<file path="config.mk">
export PLATFORM = sky130hd
export DESIGN_NAME = vec_mag_arbiter
export DESIGN_NICKNAME = d
export VERILOG_FILES = /design/src/rtl/vec_mag_arbiter.sv
export SDC_FILE = /design/constraint.sdc
export NUM_CORES = 1
export LEC_CHECK = 0
export ABC_AREA = 1
export BUFFER_PORTS_ARGS = -buffer_cell sky130_fd_sc_hd__buf_2
export CAP_MARGIN = 20
export CORE_AREA = 2 2 99 101
export CTS_CLUSTER_SIZE = 20
export DETAILED_ROUTE_END_ITERATION = 10
export DIE_AREA = 0 0 101 103
export GPL_TIMING_DRIVEN = 0
export PLACE_DENSITY = 0.8
export REMOVE_ABC_BUFFERS = 1
export SLEW_MARGIN = 20
export SYNTH_ARGS = -nofsm -noshare
export SYNTH_HDL_FRONTEND = slang
export SYNTH_SLANG_ARGS = --single-unit
export TNS_END_PERCENT = 5
</file>
<file path="constraint.sdc">
create_clock -name aclk -period 5.4 [get_ports aclk]
set_input_delay 0.54 -clock aclk [delete_from_list [all_inputs] [get_ports aclk]]
set_output_delay 0.54 -clock aclk [all_outputs]
set_load 0.02 [all_outputs]
</file>
<file path="src/rtl/vec_mag_arbiter.sv">
// vec_mag_arbiter
//   Shares one vec_mag_core between NUM_REQ AXI-Stream requesters. A
//   round-robin arbiter grants one requester at a time and holds the grant
//   until that requester's tlast beat has been issued to the core. Every
//   issued beat pushes the granted index into a tag FIFO. Because the core
//   returns results in order, the FIFO head names the owner of the result
//   currently presented by the core, and that index goes out on m_axis_tdest.
//
// Handshake rule on every AXI-Stream port: a beat transfers on a rising clock
//   edge where tvalid && tready are both 1. tvalid never waits on tready.
//
// Ports
//   aclk, aresetn   clock, asynchronous active-low reset
//   s_axis_*        NUM_REQ requester inputs, requester i data at [i*BW +: BW]
//   m_core_*        request beats towards the core
//   s_core_*        results coming back from the core
//   m_axis_*        tagged results out (tdest = owning requester)
//   busy_o          arbiter locked or results still owed by the core
//   inflight_o      tag FIFO occupancy
//   err_o           sticky: the core presented a result with no tag to own it
//   fsm_state       debug view of the arbiter FSM (0 = IDLE, 1 = LOCKED)
module vec_mag_arbiter #(
  parameter int COORD_WIDTH  = 8,
  parameter int NUM_REQ      = 4,
  parameter int MAX_INFLIGHT = 8,
  localparam int BW = 4 * COORD_WIDTH,
  localparam int IW = $clog2(NUM_REQ),
  localparam int CW = $clog2(MAX_INFLIGHT + 1)
) (
  input  logic                  aclk,
  input  logic                  aresetn,
  input  logic [NUM_REQ*BW-1:0] s_axis_tdata,
  input  logic [NUM_REQ-1:0]    s_axis_tvalid,
  input  logic [NUM_REQ-1:0]    s_axis_tlast,
  output logic [NUM_REQ-1:0]    s_axis_tready,
  output logic [BW-1:0]         m_core_tdata,
  output logic                  m_core_tvalid,
  output logic                  m_core_tlast,
  input  logic                  m_core_tready,
  input  logic [BW-1:0]         s_core_tdata,
  input  logic                  s_core_tvalid,
  output logic                  s_core_tready,
  output logic [BW-1:0]         m_axis_tdata,
  output logic [IW-1:0]         m_axis_tdest,
  output logic                  m_axis_tvalid,
  input  logic                  m_axis_tready,
  output logic                  busy_o,
  output logic [CW-1:0]         inflight_o,
  output logic                  err_o,
  output logic                  fsm_state
);

  localparam int PW = (MAX_INFLIGHT > 1) ? $clog2(MAX_INFLIGHT) : 1;

  typedef enum logic {
    IDLE   = 1'b0,
    LOCKED = 1'b1
  } state_t;

  state_t        state, state_nx;
  logic [IW-1:0] grant, grant_nx;
  logic [IW-1:0] rr_ptr, rr_ptr_nx;
  logic [IW-1:0] pick;
  logic          any_valid;

  logic [IW-1:0] tag_mem [MAX_INFLIGHT];
  logic [PW-1:0] wr_ptr, rd_ptr;
  logic [CW-1:0] count;
  logic          full, empty, issue, accept;

  logic [BW-1:0] sel_data;
  logic          sel_valid, sel_last;

  // Requester index base+off, wrapped into 0..NUM_REQ-1 (off < NUM_REQ).
  function automatic logic [IW-1:0] rr_index(input logic [IW-1:0] base, input int off);
    int s;
    s = int'(base) + off;
    if (s >= NUM_REQ) s = s - NUM_REQ;
    return IW'(s);
  endfunction

  function automatic logic [PW-1:0] ptr_inc(input logic [PW-1:0] p);
    if (int'(p) == MAX_INFLIGHT - 1) return '0;
    return p + PW'(1);
  endfunction

  // Round-robin pick: walk offsets from the far end so the requester closest
  // to rr_ptr (cyclically) is the one that sticks.
  always_comb begin
    pick      = rr_ptr;
    any_valid = 1'b0;
    for (int k = NUM_REQ - 1; k >= 0; k--) begin
      if (s_axis_tvalid[rr_index(rr_ptr, k)]) begin
        pick      = rr_index(rr_ptr, k);
        any_valid = 1'b1;
      end
    end
  end

  // Granted requester's beat, steered onto the core port.
  always_comb begin
    sel_data  = '0;
    sel_valid = 1'b0;
    sel_last  = 1'b0;
    for (int i = 0; i < NUM_REQ; i++) begin
      if (grant == IW'(i)) begin
        sel_data  = s_axis_tdata[i*BW +: BW];
        sel_valid = s_axis_tvalid[i];
        sel_last  = s_axis_tlast[i];
      end
    end
  end

  assign full  = (count == CW'(MAX_INFLIGHT));
  assign empty = (count == '0);

  always_comb begin
    state_nx      = state;
    grant_nx      = grant;
    rr_ptr_nx     = rr_ptr;
    s_axis_tready = '0;
    m_core_tvalid = 1'b0;
    case (state)
      IDLE: begin
        if (any_valid) begin
          grant_nx = pick;
          state_nx = LOCKED;
        end
      end
      LOCKED: begin
        // A full tag FIFO stalls the request side; no beat may be issued
        // without a slot for its tag.
        m_core_tvalid = sel_valid && !full;
        for (int i = 0; i < NUM_REQ; i++) begin
          if (grant == IW'(i)) s_axis_tready[i] = m_core_tready && !full;
        end
        if (sel_valid && !full && m_core_tready && sel_last) begin
          state_nx  = IDLE;
          rr_ptr_nx = rr_index(grant, 1);
        end
      end
      default: state_nx = IDLE;
    endcase
  end

  always_ff @(posedge aclk or negedge aresetn) begin
    if (!aresetn) begin
      state  <= IDLE;
      grant  <= '0;
      rr_ptr <= '0;
    end else begin
      state  <= state_nx;
      grant  <= grant_nx;
      rr_ptr <= rr_ptr_nx;
    end
  end

  assign m_core_tdata = sel_data;
  assign m_core_tlast = sel_last;
  assign issue        = m_core_tvalid && m_core_tready;

  // Result path is purely combinational; a result with no tag is held off.
  assign m_axis_tvalid = s_core_tvalid && !empty;
  assign s_core_tready = m_axis_tready && !empty;
  assign m_axis_tdata  = s_core_tdata;
  assign m_axis_tdest  = tag_mem[rd_ptr];
  assign accept        = m_axis_tvalid && m_axis_tready;

  always_ff @(posedge aclk) begin
    if (issue) tag_mem[wr_ptr] <= grant;
  end

  always_ff @(posedge aclk or negedge aresetn) begin
    if (!aresetn) begin
      wr_ptr <= '0;
      rd_ptr <= '0;
      count  <= '0;
    end else begin
      if (issue)  wr_ptr <= ptr_inc(wr_ptr);
      if (accept) rd_ptr <= ptr_inc(rd_ptr);
      if (issue && !accept)      count <= count + CW'(1);
      else if (!issue && accept) count <= count - CW'(1);
    end
  end

  always_ff @(posedge aclk or negedge aresetn) begin
    if (!aresetn)                   err_o <= 1'b0;
    else if (s_core_tvalid && empty) err_o <= 1'b1;
  end

  assign inflight_o = count;
  assign busy_o     = (state != IDLE) || !empty;
  assign fsm_state  = (state == LOCKED);

endmodule
</file>
After elaboration in Yosys (flattened, before gate mapping)
Memories as Yosys holds them, arrays and structs flattened. Index checks and enable logic that the tools add are counted.

Add/subtract/negate cells: 13. Magnitude comparators: 9. Equality and inequality tests: 6. Multiplexer cells: 54. Bitwise operators: 1. Reductions and logical operators: 21.

Operators by type and width (count): 32-bit two-way mux (4); 1-bit two-way mux (29); 2-bit two-way mux (9); 3-bit >= comparator, second input constant (4); 2-bit by 3-bit less-than comparator with 1-bit output, second input constant (4); 3-bit two-way mux (4); 4-bit two-way mux (3); 1-bit logical AND (11); 2-bit by 1-bit subtractor with 2-bit output, second input constant (5); 1-bit binary-select mux with 2-bit select (4); 2-bit by 1-bit adder with 3-bit output, second input constant (2); 2-bit by 2-bit adder with 3-bit output, second input constant (2); 3-bit by 1-bit adder with 3-bit output, second input constant (2); 3-bit by 1-bit == test with 1-bit output, second input constant (2); 4-bit by 1-bit adder with 4-bit output, second input constant (1); 2-bit == test, second input constant (2); 4-bit == test, second input constant (1); 1-bit zero test (4); 4-bit zero test (1); 2-bit AND reduction (2); 4-bit by 1-bit subtractor with 4-bit output, second input constant (1); 2-bit by 3-bit >= comparator with 1-bit output, second input constant (1); 2-bit by 1-bit == test with 1-bit output, second input constant (1); 2-bit zero test (1); other kinds (4) (4).

Bits in registers: 16. RAM bits: 16. Input port bits: 173. Output and inout bits: 81. Word-level logic and storage cells: 112. Memories: 1.

Memories: tag_mem (depth 8, width 2, rd ports 1, clocked after memory_dff 0, write ports 1, line 66) `logic [IW-1:0] tag_mem [MAX_INFLIGHT];`.

Depth between registers and ports, before layout
Gate-level depths: netlist of run 1.

Depth after elaboration: 12. Mapped depth: 20. Depth with buffers taken out: 19.

Worst setup path before layout of run 1
No wires, ideal clock.

Kind: reg2reg. From: reg grant[1]. To: reg count[3] (netlist: inflight_o[3]). Setup time: 0.122 ns. Data arrival time: 2.463 ns. Data required time: 5.278 ns. Setup slack: 2.815 ns. Stages on the path, launching flop included: 21. Buffers on the path: 1. Period minus slack after synthesis: 2.585 ns. Cells stage by stage: dfrtp_1 -> inv_1 -> ha_1 -> buf_6 -> inv_2 -> nand2_2 -> o22ai_1 -> nand2_1 -> nand2_2 -> nand3_4 -> clkinv_4 -> ha_1 -> inv_1 -> ha_1 -> nand2_1 -> nand2_1 -> a21oi_1 -> nor2_1 -> nor2_1 -> nand2_1 -> xor2_1.

Cells in the longest elaborated chain, start to end: 11. Elaborated cells between the ends (all ways): 16. Those cells by class: eq/ne: 3; mux: 6; reduce/logical: 7.

RTL lines: from (decl) (line 61) `logic [IW-1:0] grant, grant_nx;`; from (signal assigned) (line 153) `grant <= grant_nx;`; 2-bit zero test (line 106) `if (grant == IW'(i)) begin`; 1-bit two-way mux (3 in series) (line 106); 1-bit two-way mux (*) (line 106); 1-bit logical AND (*) (line 133) `m_core_tvalid = sel_valid && !full;`; 1-bit two-way mux (*) (line 123) `case (state)`; 1-bit logical AND (*) (line 160) `assign issue = m_core_tvalid && m_core_tready;`; via issue (line 69) `logic full, empty, issue, accept;`; 1-bit zero test (line 182) `else if (!issue && accept) count <= count - CW'(1);`; 1-bit logical AND (line 182); 2-bit nonzero test (no line); to (signal assigned) (line 181) `if (issue && !accept) count <= count + CW'(1);`; to (signal assigned) (line 182); to (decl) (line 68) `logic [CW-1:0] count;`.

The timed path passes the listed nets; every way through them passes the cells marked *. A chain may end at the register's enable or synchronous reset.

Final worst setup path of run 1
From: reg grant[0]. To: reg count[3] (netlist: inflight_o[3]).

Same word-level chain as after synthesis.

==> flow_summary_export.csv, run 1 <==
group,metric,value,unit
global_route,grt_use_met1,24.68,%
timing,timing.final.hold_violations,0,
global_route,first_global_vias,3145,
die,die_y,103,um
route,drc,0,
cts,ctsResizeCount,0,
cts,cts_tree,"built",
critical_path,cp-end-kind,"flip-flop",
timing,setup_viol,0,
global_route,grt_max_degree,40,
logic_synthesis,syn-cell-area,3123,um2
critical_path,crit_required,5.56,ns
logic_synthesis,synth.avg_cell_area,6.466,um2
pwr,vdd.ir_drop.worst,0.3064,mV
critical_path,path_max_fanout,35,
timing,hold_slack,0.1746,ns
die,io_pins,254,
route,first_pass_iters,4,
layout,n_fill_cell,1003,
logic_synthesis,synthAdderAreaFrac,5.048,%
critical_path,critPathSlowestCell,"ha_2",
cts,clkSlewWorstSetupHoldPaths,0.06,ns
critical_path,regToRegSetupSlack,1.46,ns
place,numPortBuffers,189,
critical_path,cp_common_cell,"nand2_1",
cts,hold_buffers,0,
route,drtIter0Drc,115,
die,dieWidth,101,um
die,core,9459,um2
logic_synthesis,ys_warn_count,0,
route,ant_nets,0,
timing,fin_setup_tns,0,ns
logic_synthesis,yosysUniqueCellTypes,32,
critical_path,slowest_delay,0.67,ns
logic_synthesis,synth-seq-area-share,28.21,%
timing,finClkSkew,0.002322,ns
cts,cts.sinks,32,
global_route,grt_pass1_wl,17130,um
critical_path,crit_chain,"inv_1 > ha_2 > inv_1 > nand2_1 > nand2_2 > nand3_4 > clkinv_4 > ha_1 > inv_1 > ha_1 > nand2_1 > nand2_1 > a21oi_1 > nor2_1 > nor2_1 > nand2_1 > xor2_1",
place,gp_congestion,0.8459,
critical_path,reg2reg_to,"inflight_o[3]$_DFFE_PN0P_",
layout,areaGrowthSynthToFinish,27.24,%
outcome,status,"finished, final reports clean",
route,wl_per_cell,15.84,um
cts,clk_latency,0.28,ns
timing,slew_viol_final,0,
cts,cts_setup_buffers,0,
pwr,p_leak,2.075,nW
timing,relSlewSlack,33.30,%
critical_path,crit_type,"flip-flop to flip-flop",
layout,final_cells,742,
global_route,grt_usage,21.67,%
hold_path,hp-class,"input pin to async pin",
route,drt_wl_total,11750,um
place,place_inst,732,
global_route,antenna_found_initial,1,
die,row_count,36,
cts,cts-htree-levels,2,
place,dp_hpwl,9594,um
critical_path,worstPathArrival,4.10,ns
die,die-area,10400,um2
logic_synthesis,synth_compound_area_share,20.63,%
pwr,p_per_area,628.0,nW/um2
timing,tightest_slew,0.9994,ns
logic_synthesis,synth_top_family_by_area,"simple AND/OR/NAND/NOR gates",
global_route,grt.busiest_layer,"met2",
global_route,grtUsageMet3,8.475,%
logic_synthesis,synth_xor_area_share,0.8413,%
route,via_count,3586,
logic_synthesis,yosys.area_share.simple,29.09,%
timing,period_minus_slack,3.940,ns
logic_synthesis,syn_inst,483,
layout,drive_gt1_share,35.62,%
timing,rsz0062_at_grt,"false",
run,maxCapViolations,0,
global_route,met2_usage,37.28,%
cts,cts_root_buf,"clkbuf_8",
cts,numCtsBuffers,5,
global_route,overflow,0,
place,place_area,3889,um2
route,viasPerCell,4.833,
die,initial_utilization,33.02,%
timing,fmax,253.8,MHz
cts,cts.path.max_buffers,2,
layout,final_area,3974,um2
timing,period_share,72.97,%
critical_path,cp-start-kind,"flip-flop",
critical_path,timing.rr.start,"grant[0]$_DFFE_PN0P_",
critical_path,reg2reg_depth,17,
logic_synthesis,ys_seq_elements,32,
layout,layout.nets,810,
logic_synthesis,synthMuxAreaShare,0,%
==> power breakdown <==
part / total [mW] / internal (mW) / switching, mW
combinational: 1.88 / 0.636 / 1.24
sequential: 0.446 / 0.345 / 0.101
clock: 0.170 / 0.0895 / 0.0807
total: 2.50 / 1.07 / 1.43
==> layout by cell type, fill, tap and decap left out, types with 8 or more instances in the layout <==
| master | count |
|---|---|
| o21ai_0 | 64 |
| o21ai_1 | 18 |
| a21oi_1 | 39 |
| nand2_2 | 12 |
| nand3_1 | 10 |
| ha_1 | 8 |
| nor2_1 | 37 |
| nand2_1 | 148 |
| inv_1 | 32 |
| buf_2 | 189 |
| dfrtp_1 | 16 |
| edfxtp_1 | 16 |
==> metal layers <==
layer  routed length, um  share of wire [%]
met4                 338                2.9
met5                   0                  0
met2                5457                 46
met3                1481                 13
met1                4475                 38
==> synth_stat cells <==
| cell type | instances | area, um2 |
|---|---|---|
| nand3_2 | 1 | 10.01 |
| buf_6 | 2 | 22.52 |
| nand3_4 | 1 | 17.52 |
| nor3_1 | 1 | 5.000 |
| ha_1 | 11 | 137.6 |
| o22ai_1 | 3 | 18.77 |
| nand2_1 | 148 | 555.5 |
| inv_8 | 1 | 11.26 |
| o21ai_0 | 64 | 320.3 |
| nor3_2 | 1 | 10.01 |
| xor2_1 | 1 | 8.760 |
| a21oi_1 | 39 | 195.2 |
| edfxtp_1 | 16 | 480.5 |
| inv_1 | 32 | 120.1 |
| nor2_2 | 1 | 6.260 |
| clkbuf_1 | 14 | 52.55 |
| nor2_1 | 37 | 138.9 |
| clkinv_4 | 1 | 8.760 |
| nand2_2 | 12 | 75.07 |
| inv_2 | 4 | 15.01 |
| nor2_4 | 1 | 11.26 |
| buf_4 | 32 | 240.2 |
| xnor2_1 | 2 | 17.52 |
| a21o_1 | 1 | 7.510 |
| nand4_1 | 1 | 6.260 |
| nand2_4 | 2 | 22.52 |
| a31oi_1 | 2 | 12.51 |
| o21ai_1 | 18 | 90.09 |
| buf_2 | 7 | 35.03 |
| nand3_1 | 10 | 50.05 |
| dfrtp_1 | 16 | 400.4 |
| fa_1 | 1 | 20.02 |
==> critical path, delay by kind of cell, from the launching register on <==
family | cells | cell delay, ns
flops | 1 | 0.52
compound gates | 1 | 0.17
fa+ha+maj | 3 | 1.15
simple gates | 8 | 0.76
xor+xnor | 1 | 0.14
buf+inv | 4 | 1.07
==> area by class of cell <==
cell class / count / area, um2 / area share (%)
well taps: 114 / 142.6 / 3.589
flip-flops and latches: 32 / 880.8 / 22.17
repair buffers: 190 / 965.9 / 24.31
clock buffers: 7 / 76.32 / 1.921
clock inverters: 1 / 3.754 / 0.09446
multi-input cells: 358 / 1744 / 43.89
inverters: 38 / 155.1 / 3.904
diodes: 2 / 5.005 / 0.1259
==> registers in the layout, summed over array words and instances (netlist names) <==
register and flops:
err_o 1, wr_ptr 3, tag_mem 16, grant 2
rd_ptr 3, fsm_state 1, inflight_o 4, rr_ptr 2
==> metrics by stage <==
step / setup WS, ns / utilization, % / power, mW
after floorplan: 1.901 / - / 1.751
after global placement: 0.8324 / 40.82 / 2.301
after detailed placement: 1.478 / 41.11 / 2.327
after CTS: 1.459 / 41.96 / 2.504
after global routing: 1.043 / 41.98 / 2.760
final: 1.460 / 42.01 / 2.495
==> cells by family (layout without fill, tap and decap cells) <==
kind of cell    after synthesis  after routing
flops                        32             32
fa+ha+maj                    12             12
simple gates                216            216
compound gates              127            127
xor+xnor                      3              3
buf+inv                      93            236
other cells                   0              2
==> how the worst max path moves through the flow <==
| stage | startpoint | to | slack, ns | cells after the start |
|---|---|---|---|---|
| after floorplan | grant[0]$_DFFE_PN0P_ | inflight_o[3]$_DFFE_PN0P_ | 1.90 | 16 |
| after global placement | grant[0]$_DFFE_PN0P_ | inflight_o[3]$_DFFE_PN0P_ | 0.83 | 17 |
| after detailed placement | grant[0]$_DFFE_PN0P_ | inflight_o[3]$_DFFE_PN0P_ | 1.48 | 17 |
| after CTS | grant[0]$_DFFE_PN0P_ | inflight_o[3]$_DFFE_PN0P_ | 1.46 | 17 |
| after global routing | grant[0]$_DFFE_PN0P_ | inflight_o[3]$_DFFE_PN0P_ | 1.04 | 17 |
| final | grant[0]$_DFFE_PN0P_ | inflight_o[3]$_DFFE_PN0P_ | 1.46 | 17 |
Note: power is estimated with default switching activity, not from simulation.
==> run 2: changes to the inputs <==
--- a/config.mk
+++ b/config.mk
@@ -8,12 +8,12 @@
 export ABC_AREA = 1
 export BUFFER_PORTS_ARGS = -buffer_cell sky130_fd_sc_hd__buf_2
 export CAP_MARGIN = 20
-export CORE_AREA = 2 2 99 101
+export CORE_AREA = 2 2 97 99
 export CTS_CLUSTER_SIZE = 20
 export DETAILED_ROUTE_END_ITERATION = 10
-export DIE_AREA = 0 0 101 103
+export DIE_AREA = 0 0 99 101
 export GPL_TIMING_DRIVEN = 0
-export PLACE_DENSITY = 0.8
+export PLACE_DENSITY = 0.82
 export REMOVE_ABC_BUFFERS = 1
 export SLEW_MARGIN = 20
 export SYNTH_ARGS = -nofsm -noshare
==> constraint.sdc (replaced) <==
create_clock -name aclk -period 3.8 [get_ports aclk]
set_input_delay 0.38 -clock aclk [delete_from_list [all_inputs] [get_ports aclk]]
set_output_delay 0.38 -clock aclk [all_outputs]
set_load 0.02 [all_outputs]
==> run 2 against run 1 <==
Sequential share of layout area down 0.41 points. Setup slack worse by 1.0 ns. Sequential power is 43% higher. Utilization grew 3.1 points. Clock skew grew 0.0036 ns. Worst hold slack lost 0.16 ns. Via count rose by 2.6%. Non-clock buffer count is 5 higher. Cell area grew 1.9%. Total power up 49%. Die area is 3.9% lower. Critical path type unchanged. Largest cell class unchanged.
==> flow_summary_export.csv, run 2 (same netlist as run 1, synthesis figures left out) <==
group,metric,value,unit
die,die_y,101,um
timing,setup_viol,0,
timing,fmax,296.8,MHz
critical_path,cp-start-kind,"flip-flop",
outcome,status,"finished, final reports clean",
critical_path,path_max_fanout,35,
critical_path,crit_required,3.97,ns
cts,clk_latency,0.29,ns
cts,cts.sinks,32,
global_route,grt_pass1_wl,17860,um
route,ant_nets,0,
die,core,8977,um2
route,via_count,3678,
cts,numCtsBuffers,5,
route,drt_wl_total,12290,um
cts,clkSlewWorstSetupHoldPaths,0.07,ns
layout,layout.nets,816,
critical_path,crit_type,"flip-flop to flip-flop",
die,row_count,35,
die,io_pins,254,
layout,final_common_cell,"buf_2",
cts,cts_root_buf,"clkbuf_8",
timing,fin_setup_tns,0,ns
pwr,p_per_area,915.9,nW/um2
route,viasPerCell,4.950,
critical_path,worstPathArrival,3.54,ns
place,numPortBuffers,189,
pwr,power.total,3.708,mW
cts,cts-htree-levels,2,
timing,hold_slack,0.01108,ns
pwr,vdd.ir_drop.worst,0.5186,mV
global_route,antenna_found_initial,0,
global_route,overflow,0,
pwr,p_leak,2.112,nW
global_route,first_global_vias,3339,
layout,drive_gt1_share,36.71,%
layout,layout_common_cells,"buf_2 (189), nand2_1 (148), o21ai_0 (64)",
timing,period_minus_slack,3.370,ns
die,dieWidth,99,um
hold_path,hp-class,"input pin to async pin",
run,maxCapViolations,0,
route,drtIter0Drc,153,
route,drc,0,
timing,finClkSkew,0.005942,ns
layout,fin_util,45.10,%
layout,regMostFlops,"tag_mem",
timing,tightest_slew,0.7609,ns
timing,relSlewSlack,49.27,%
layout,areaGrowthSynthToFinish,29.65,%
cts,hold_buffers,0,
critical_path,startpoint,"grant[1]$_DFFE_PN0P_",
route,first_pass_iters,4,
layout,n_antenna_cell,0,
die,die-area,9999,um2
layout,n_fill_cell,932,
timing,period_share,88.67,%
global_route,grt_usage,23.52,%
place,place_inst,729,
timing,rsz0062_at_grt,"false",
layout,largest_register_ffs,16,
die,initial_utilization,34.79,%
cts,cts_tree,"built",
critical_path,reg2reg_depth,18,
place,dp_hpwl,9989,um
critical_path,cp-end-kind,"flip-flop",
timing,timing.final.hold_violations,0,
layout,final_cells,743,
place,gp_congestion,0.8777,
route,wl_per_cell,16.54,um
timing,slew_viol_final,0,
cts,cts.path.max_buffers,2,
global_route,grt_max_degree,40,
critical_path,timing.rr.start,"grant[1]$_DFFE_PN0P_",
## run 2: cell types whose count changed in the layout (fill, tap and decap cells not counted)
cell	delta
buf_4	+5
bufinv_16	+1
clkbuf_1	-1
clkinv_1	-1
clkinv_2	+1
clkinvlp_2	+1
clkinvlp_4	+1
diode_2	-2
ha_2	-1
ha_4	+1
inv_1	-1
## run 2: routing by layer
layer  GRT usage [%]  wire [um]  vias to the layer above  part of all wire [%]
li1                -          -                     1831                     -
met2           41.32       5903                      204                    48
met1           26.76       4649                     1623                    38
met4           7.587        384                        0                   3.1
met5           1.026          0                        -                     0
met3           8.044       1349                       20                    11
## run 2: final cells by class
type / instances / area [um2] / share of cell area, %
inverters: 38 / 158.9 / 3.925
clock buffers: 6 / 72.57 / 1.792
repair buffers: 195 / 1003 / 24.78
multi-input cells: 358 / 1754 / 43.33
well taps: 111 / 138.9 / 3.430
repair inverters: 1 / 5.005 / 0.1236
clock inverters: 2 / 35.03 / 0.8653
flip-flops and latches: 32 / 880.8 / 21.76
## run 2: path summary, 6_finish.rpt
kind,endpoint,slack (ns)
max in group asynchronous,rd_ptr[1]$_DFFE_PN0P_,3.51
setup reg to reg,inflight_o[3]$_DFFE_PN0P_,0.43
min in group aclk,err_o$_DFFE_PN0P_,0.33
hold / removal,rd_ptr[0]$_DFFE_PN0P_,0.01
hold reg to reg,err_o$_DFFE_PN0P_,0.46
setup / recovery,inflight_o[3]$_DFFE_PN0P_,0.43
## run 2: where the power goes
| group | total, mW | internal (mW) | switching, mW |
|---|---|---|---|
| sequential | 0.640 | 0.490 | 0.150 |
| clock | 0.322 | 0.194 | 0.127 |
| combinational | 2.75 | 0.943 | 1.80 |
| total | 3.71 | 1.63 | 2.08 |
## run 2: per-stage QoR
step | worst slack (ns) | area (um2)
6_report | 0.4304 | 4049
3_3_place_gp | -0.8405 | 3857
5_1_grt | 0.09427 | 4049
4_1_cts | 0.2834 | 4011
3_5_place_dp | -0.1606 | 3885
2_1_floorplan | 0.3009 | 2773
## run 2: critical path, stage by stage (launching register included)
cell and delay, ns:
dfrtp_1 0.53, inv_1 0.15, ha_2 0.68, inv_2 0.10, o22ai_1 0.19, nand2_1 0.08
nand2_2 0.10, nand3_4 0.10, clkinv_4 0.11, ha_1 0.19, inv_1 0.09, ha_1 0.27
nand2_1 0.07, nand2_1 0.05, a21oi_1 0.18, nor2_1 0.06, nor2_1 0.09, nand2_1 0.07
xor2_1 0.14
## run 2: timing repair
action,4_1_cts,5_1_grt
gates resized for setup,2,0
endpoints found under the hold margin,0,0
pin swaps,0,0
gates cloned,1,0
setup endpoints to repair,1,1
buffers inserted,0,5
==> run 3: changes to the inputs <==
==> constraint.sdc (replaced) <==
create_clock -name aclk -period 3.5 [get_ports aclk]
set_input_delay 0.35 -clock aclk [delete_from_list [all_inputs] [get_ports aclk]]
set_output_delay 0.35 -clock aclk [all_outputs]
set_load 0.02 [all_outputs]
==> run 3 against run 2 <==
First-iteration DRC count is 19% lower. Sequential power is 9.8% higher. Setup slack worse by 0.093 ns. Cell count is 0.40% lower. Highest routed layer unchanged.
==> flow_summary_export.csv, run 3 (same netlist as run 1, synthesis figures left out) <==
group,metric,value,unit
route,ant_nets,0,
critical_path,slowest_delay,0.51,ns
global_route,overflow,0,
timing,finClkSkew,0.007012,ns
layout,regArea,882.1,um2
pwr,vdd.ir_drop.worst,0.5606,mV
global_route,first_global_vias,3370,
cts,cts_tree,"built",
die,initial_utilization,34.79,%
hold_path,holdPathEnd,"err_o$_DFFE_PN0P_",
layout,final_common_cell,"buf_2",
pwr,power.total,4.024,mW
die,dieWidth,99,um
critical_path,reg2reg_to,"inflight_o[3]$_DFFE_PN0P_",
die,die-area,9999,um2
cts,numCtsBuffers,5,
pwr,p_per_area,993.5,nW/um2
timing,fmax,316.2,MHz
cts,clk_latency,0.29,ns
global_route,grt_max_degree,40,
layout,largest_register_ffs,16,
timing,relSlewSlack,59.31,%
timing,slew_viol_final,0,
die,die_y,101,um
critical_path,cp_common_cell,"nand2_1",
critical_path,critPathSlowestCell,"dfrtp_2",
route,wl_per_cell,16.70,um
place,place_inst,729,
global_route,grt_pass1_wl,17970,um
layout,layout_common_cells,"buf_2 (189), nand2_1 (148), o21ai_0 (64)",
layout,areaGrowthSynthToFinish,29.69,%
outcome,status,"finished, final reports clean",
route,drtIter0Drc,124,
critical_path,crit_chain,"inv_1 > ha_4 > clkinvlp_4 > nand2_1 > nand2_2 > nand3_4 > clkinv_4 > ha_1 > inv_1 > ha_1 > nand2_1 > nand2_1 > a21oi_1 > nor2_1 > nor2_1 > nand2_1 > xor2_1",
layout,n_fill_cell,932,
die,row_count,35,
place,gp_congestion,0.8777,
die,io_pins,254,
timing,period_share,90.37,%
die,core,8977,um2
layout,final_cells,740,
timing,tightest_slew,0.6071,ns
cts,cts.sinks,32,
route,viasPerCell,4.924,
layout,regMostFlops,"tag_mem",
layout,layout.nets,813,
global_route,antenna_found_initial,0,
place,dp_hpwl,9989,um
cts,cts.path.max_buffers,2,
cts,cts-htree-levels,2,
critical_path,crit_required,3.67,ns
timing,timing.final.hold_violations,0,
hold_path,hold_start,"s_core_tvalid",
critical_path,cp-end-kind,"flip-flop",
critical_path,crit_type,"flip-flop to flip-flop",
timing,rsz0062_at_grt,"false",
route,drt_wl_total,12360,um
critical_path,cp-start-kind,"flip-flop",
global_route,grt_usage,23.74,%
route,via_count,3644,
cts,clkSlewWorstSetupHoldPaths,0.07,ns
critical_path,path_max_fanout,36,
layout,drive_gt1_share,36.41,%
hold_path,hp-class,"input pin to flip-flop",
place,numPortBuffers,189,
critical_path,regToRegSetupSlack,0.34,ns
pwr,p_leak,2.100,nW
timing,period_minus_slack,3.163,ns
hold_path,hold_path_depth,2,
critical_path,reg2reg_depth,17,
critical_path,timing.rr.start,"grant[0]$_DFFE_PN0P_",
layout,multi_input_area,1774,um2
critical_path,worstPathArrival,3.34,ns
layout,n_antenna_cell,0,
cts,cts_root_buf,"clkbuf_8",
timing,setup_viol,0,
route,first_pass_iters,4,
run,maxCapViolations,0,
route,drc,0,
[run 3: area by class of cell]
cell class | instances | share of cell area (%)
clock buffer | 6 | 1.792
multi-input combinational | 358 | 43.81
clock inverter | 2 | 0.8650
inverter | 38 | 3.923
tap | 111 | 3.429
timing repair inverter | 1 | 0.1236
timing repair buffer | 192 | 24.28
sequential | 32 | 21.78
[run 3: metal layers]
| metal | wire (um) | up-vias | global-route usage [%] | share of wire, % |
|---|---|---|---|---|
| met5 | 0 | - | 1.026 | 0 |
| met4 | 381 | 0 | 7.692 | 3.1 |
| met3 | 1326 | 20 | 7.836 | 11 |
| met2 | 5955 | 193 | 42.10 | 48 |
| met1 | 4696 | 1605 | 26.85 | 38 |
| li1 | - | 1826 | - | - |
[run 3: worst max-delay path, delay by kind of cell, from the launching register on]
family / cells / cell delay (ns)
xor gates and xnor gates: 1 / 0.14
and+or+nand+nor: 8 / 0.63
buffers and inverters: 4 / 0.63
AOI/OAI and AO/OA: 1 / 0.18
DFF: 1 / 0.51
adders and majority gates: 3 / 0.93
[run 3: where the power goes]
part,internal [mW],switching (mW),total (mW),leakage [nW]
Combinational,1.01,1.96,2.97,1.72
Clock,0.211,0.140,0.351,0.0552
Sequential,0.533,0.169,0.703,0.329
Total,1.76,2.27,4.02,2.10
[run 3: how the worst max path moves through the flow]
stage | end | start | cells after the start
after global routing | inflight_o[3]$_DFFE_PN0P_ | grant[1]$_DFFE_PN0P_ | 18
after floorplan | inflight_o[3]$_DFFE_PN0P_ | grant[0]$_DFFE_PN0P_ | 16
after global placement | inflight_o[3]$_DFFE_PN0P_ | grant[0]$_DFFE_PN0P_ | 17
after detailed placement | inflight_o[3]$_DFFE_PN0P_ | grant[0]$_DFFE_PN0P_ | 17
after CTS | inflight_o[3]$_DFFE_PN0P_ | grant[1]$_DFFE_PN0P_ | 18
final | inflight_o[3]$_DFFE_PN0P_ | grant[0]$_DFFE_PN0P_ | 17
[run 3: metrics by stage]
step / setup slack (ns) / utilization (%) / hold slack (ns) / instance area (um2) / setup TNS (ns)
2_1_floorplan: 0.0008515 / - / 0.05441 / 2773 / 0
3_3_place_gp: -1.141 / 42.97 / 0.2900 / 3857 / -18.62
3_5_place_dp: -0.4606 / 43.28 / 0.3002 / 3885 / -0.7125
4_1_cts: 0.1432 / 44.88 / 0.2967 / 4029 / 0
5_1_grt: 0.05417 / 45.12 / 0.3032 / 4050 / 0
6_report: 0.3372 / 45.12 / 0.3023 / 4050 / 0
[run 3: timing repair]
item,CTS,global route
gates resized for setup,2,3
gates cloned,1,0
endpoints found under the setup margin,3,1
hold buffers,1,0
hold endpoints to repair,16,0
buffers inserted,1,0
